===== config.mk =====
export PLATFORM = sky130hd
export DESIGN_NAME = stopwatch_ctrl
export DESIGN_NICKNAME = d
export VERILOG_FILES = /design/src/rtl/stopwatch_ctrl.sv
export SDC_FILE = /design/constraint.sdc
export NUM_CORES = 1
export LEC_CHECK = 0
export BUFFER_PORTS_ARGS = -buffer_cell sky130_fd_sc_hd__buf_2
export CAP_MARGIN = 10
export CORE_MARGIN = 2
export CORE_UTILIZATION = 32
export DETAILED_ROUTE_END_ITERATION = 6
export PLACE_DENSITY = 0.62
export SKIP_CTS_REPAIR_TIMING = 1
export SYNTH_ARGS = -nofsm -noshare
export SYNTH_HDL_FRONTEND = slang
export SYNTH_SLANG_ARGS = --single-unit

===== constraint.sdc =====
create_clock -name clk -period 2.74 [get_ports clk]
set_clock_uncertainty 0.05 [all_clocks]
set_input_delay 0.548 -clock clk [delete_from_list [all_inputs] [get_ports clk]]
set_output_delay 0.548 -clock clk [all_outputs]
set_load 0.005 [all_outputs]

===== src/rtl/stopwatch_ctrl.sv =====
// Stopwatch control FSM: button edge detect, count-tick prescaler, clear/lap strobes, overflow.
// Optional lap support is compiled in with `define STOPWATCH_LAP_EN.
module stopwatch_ctrl #(
  parameter int TICK_DIV = 10,
  parameter int DIV_W    = 4
) (
  input  logic       clk,
  input  logic       reset,
  input  logic       start_resume,
  input  logic       stop,
  input  logic       lap,
  input  logic       chain_cout,
  output logic       cnt_en,
  output logic       cnt_clr,
  output logic       lap_load,
  output logic       disp_hold,
  output logic       running,
  output logic       ovf,
  output logic [2:0] state
);

  typedef enum logic [2:0] {
    S_IDLE  = 3'd0,
    S_RUN   = 3'd1,
    S_PAUSE = 3'd2,
    S_LAP   = 3'd3,
    S_OVF   = 3'd4
  } st_e;

  localparam logic [DIV_W-1:0] PRE_MAX = DIV_W'(TICK_DIV - 1);

  st_e              state_q, state_d;
  logic [DIV_W-1:0] pre_q, pre_d;
  logic             sr_q, sr_qq, stp_q, stp_qq;
  logic             sr_pr, stp_pr, lap_pr;
  logic             counting, tick_due;
  logic             cnt_en_q, cnt_en_d, cnt_clr_q, cnt_clr_d;
  logic             lap_load_q, lap_load_d, disp_hold_q, disp_hold_d;
  logic             running_q, running_d, ovf_q, ovf_d;

  always_ff @(posedge clk) begin
    if (reset) begin
      {sr_q, sr_qq, stp_q, stp_qq} <= '0;
    end else begin
      sr_q   <= start_resume;
      sr_qq  <= sr_q;
      stp_q  <= stop;
      stp_qq <= stp_q;
    end
  end

  assign sr_pr  = sr_q & ~sr_qq;
  assign stp_pr = stp_q & ~stp_qq;

`ifdef STOPWATCH_LAP_EN
  logic lap_q, lap_qq;
  always_ff @(posedge clk) begin
    if (reset) begin
      {lap_q, lap_qq} <= '0;
    end else begin
      lap_q  <= lap;
      lap_qq <= lap_q;
    end
  end
  assign lap_pr = lap_q & ~lap_qq;
`else
  logic lap_unused;
  assign lap_unused = lap;
  assign lap_pr     = 1'b0;
`endif

  assign counting = (state_q == S_RUN) || (state_q == S_LAP);
  assign tick_due = counting && (pre_q == PRE_MAX);

  // State register; every output is registered alongside it
  always_ff @(posedge clk) begin
    if (reset) begin
      state_q     <= S_IDLE;
      pre_q       <= '0;
      cnt_en_q    <= 1'b0;
      cnt_clr_q   <= 1'b0;
      lap_load_q  <= 1'b0;
      disp_hold_q <= 1'b0;
      running_q   <= 1'b0;
      ovf_q       <= 1'b0;
    end else begin
      state_q     <= state_d;
      pre_q       <= pre_d;
      cnt_en_q    <= cnt_en_d;
      cnt_clr_q   <= cnt_clr_d;
      lap_load_q  <= lap_load_d;
      disp_hold_q <= disp_hold_d;
      running_q   <= running_d;
      ovf_q       <= ovf_d;
    end
  end

  // Stop outranks a due overflow so a pause never loses the frozen value
  always_comb begin
    state_d = state_q;
    case (state_q)
      S_IDLE:  if (sr_pr) state_d = S_RUN;
      S_RUN, S_LAP: begin
        if (stp_pr)                      state_d = S_PAUSE;
        else if (tick_due && chain_cout) state_d = S_OVF;
        else if (lap_pr)                 state_d = S_LAP;
        else if (sr_pr)                  state_d = S_RUN;
      end
      S_PAUSE: begin
        if (stp_pr)     state_d = S_IDLE;
        else if (sr_pr) state_d = S_RUN;
      end
      S_OVF:   if (stp_pr) state_d = S_IDLE;
      default: state_d = S_IDLE;
    endcase
  end

  // PAUSE holds the prescaler so the partial tick period carries over
  always_comb begin
    pre_d = '0;
    if (counting)                pre_d = tick_due ? '0 : pre_q + DIV_W'(1);
    else if (state_q == S_PAUSE) pre_d = pre_q;
  end

  always_comb begin
    cnt_en_d    = tick_due && !chain_cout &&
                  ((state_d == S_RUN) || (state_d == S_LAP));
    cnt_clr_d   = stp_pr && ((state_q == S_PAUSE) || (state_q == S_OVF));
    lap_load_d  = lap_pr && (state_d == S_LAP);
    disp_hold_d = (state_d == S_LAP);
    running_d   = (state_d == S_RUN) || (state_d == S_LAP);
    ovf_d       = (state_d == S_OVF);
  end

  assign cnt_en    = cnt_en_q;
  assign cnt_clr   = cnt_clr_q;
  assign lap_load  = lap_load_q;
  assign disp_hold = disp_hold_q;
  assign running   = running_q;
  assign ovf       = ovf_q;
  assign state     = state_q;

endmodule


==> reports/metrics.cfg <==
[setup_path]
r2r_start = pre_q[0]
crit_family = simple AND/OR/NAND/NOR gates
end_kind = flip-flop
crit_type = flip-flop to flip-flop
start_kind = flip-flop
crit_path_cell_trace = ha_1, and3b_1, nand3_1, a32o_1, and2_1
worst_ep_required_time_ps = 2870
crit_slowest_cell = dfxtp_1
critPathLaunch = pre_q[0]
cp.buffers_inverters = 0
cp_max_fo = 7
critPathArrivalTime_ps = 1750
worst_path_largest_cell_delay_ps = 420

[global_route]
grt_max_degree = 14
antenna_found_initial = 0
grt_pass1_wl_um = 1860
grt_pass1_vias = 435
grt_util_all_layers_pct = 9.94
gr-total-overflow = 0

[clock_network]
clk_pin_slew_ps = 90
cts_root_buf = clkbuf_4
cts_htree_levels = 1
clockBufferDepth = 2
cts_buffers = 3
clock_sinks = 16
clock_latency_ps = 280
cts_tree = done

[power]
leakagePower_nw = 0.312
p_per_area_nw_per_um2 = 551
irDropWorstVdd_uv = 225

[layout]
finalNetCount = 91
final_layout_size_suffix_gt1_share_pct = 22.0
instances_no_fill = 109
fill_cells = 216
antennaDiodeCount = 0
area_growth_syn_to_layout_pct = 16.0

[sta]
slew_headroom_pct = 62.6
min_period_over_period_pct = 59.1
worst_pin_slew_ps = 559
finalSetupTns_ps = 0
max_freq_ghz = 0.618
min_period_ps = 1620
final_hold_viol_count = 0
drv_slew = 0
rsz0062_at_grt = false
setup_viol = 0

[floorplan]
ios = 15
die-area_um2 = 2450
fp-row-count = 16
start_util_pct = 33.8
fp.dieH_um = 49.5
fp.dieW_um = 49.5
coreArea_um2 = 1960

[yosys]
synthArstFlopShare_pct = 0
synthCells = 70
synthDistinctLibCells = 27
syn_area_um2 = 663
syn_avg_cell_area_um2 = 9.47
synth_seq_cells = 16
synth.top_cell.area_share_pct = 48.3
synth_commonest_cells = dfxtp_1 (16), a21oi_1 (7), nor2_1 (5), nor2b_1 (5), nor3b_1 (4)
synth_top_flop_cell = dfxtp_1
syn_nets = 78
yosysMostFrequentCell = dfxtp_1
synth_edf_count = 0
yosysTopAreaCell = dfxtp_1
yosys_warnings = 0
synth-seq-area-share_pct = 48.3
netlist_top_cells_area = dfxtp_1 (48%), a21oi_1 (5.3%), nor2b_1 (4.7%), nor3b_1 (4.5%), ha_1 (3.8%)

[route]
wl_met2_um = 492
viasPerCell = 4.74
drt_iter0_drc = 3
finalWirelength_um = 1100
wl_per_cell_um = 10.0
vias = 517
wl_met3_um = 49
wl_met1_um = 538
first_pass_iters = 2
route.top_layer_used = met4
drc_errors = 0
ant_nets = 0

[placed_design]
hpwl_um = 816
numPortBuffers = 12
gp_congestion = 0.801
dp_cells = 105

[min_path]
hp-start = start_resume
hold_path_class = input pin to flip-flop

[outcome]
status = complete, no violations

[run]
max-cap-violations = 0

through the flow:
| step | hold slack, ps | util (%) | worst slack, ps | total power [W] | instance area (µm²) |
|---|---|---|---|---|---|
| 6_report | 430 | 39.2 | 1120 | 0.000424 | 769 |
| 5_1_grt | 421 | 39.2 | 1020 | 0.000446 | 769 |
| 3_3_place_gp | 412 | 37.4 | 1140 | 0.000278 | 733 |
| 3_5_place_dp | 420 | 37.4 | 1120 | 0.000279 | 733 |
| 2_1_floorplan | 402 | - | 1300 | 0.000270 | 663 |
| 4_1_cts | 420 | 39.2 | 1110 | 0.000432 | 769 |
area by class of cell:
class                      instances  area (µm²)  share of cell area (%)
sequential                        16         320                    41.6
multi-input combinational         48         312                    40.5
timing repair buffer              12        60.1                    7.80
clock buffer                       4        36.3                    4.72
tap                               27        33.8                    4.39
inverter                           2        7.51                   0.976
state kept, by name (all words and copies together) (netlist names):
name and cells:
cnt_en 1, running 1, state 3, disp_hold 1, cnt_clr 1, stp_q 1
pre_q 4, stp_qq 1, ovf 1, sr_q 1, sr_qq 1
report_power, final:
part	internal, W	total [W]	switching (W)
Combinational	0.0000130	0.0000283	0.0000153
Sequential	0.000238	0.000245	0.00000620
Clock	0.0000807	0.000151	0.0000702
Total	0.000332	0.000424	0.0000917
worst paths after layout:
path                                  end  slack (ps)  depth (start not counted)
worst max-delay path            disp_hold        1120                          5
worst min-delay path                 sr_q         430                          2
worst max register to register  disp_hold        1120                          5
worst min register to register     stp_qq         430                          1
cell families after synthesis:
family | count (synthesis) | synth area share (%)
compound gates | 14 | 14.7
fa+ha+maj | 2 | 3.77
simple gates | 30 | 26.6
flops | 16 | 48.3
other cells | 1 | 0.565
xor+xnor | 1 | 1.32
buf+inv | 6 | 4.72
placed cells by master (no fill, tap or decap), types with 2 or more instances in the layout:
cell type,instances
nor3_1,3
clkbuf_4,3
a211oi_1,2
nand3_1,3
nor2_1,5
a21oi_1,7
nor4_1,2
buf_2,12
nor3b_1,4
ha_1,2
inv_1,2
nand2_1,3
nor2b_1,5
dfxtp_1,16
routing by layer:
layer  track usage, %  vias up
met5                0        -
met4             5.56        0
met3             1.82        2
met2             15.6       13
met1             12.8      233
li1                 -      269
Note: power is estimated with default switching activity, not from simulation.
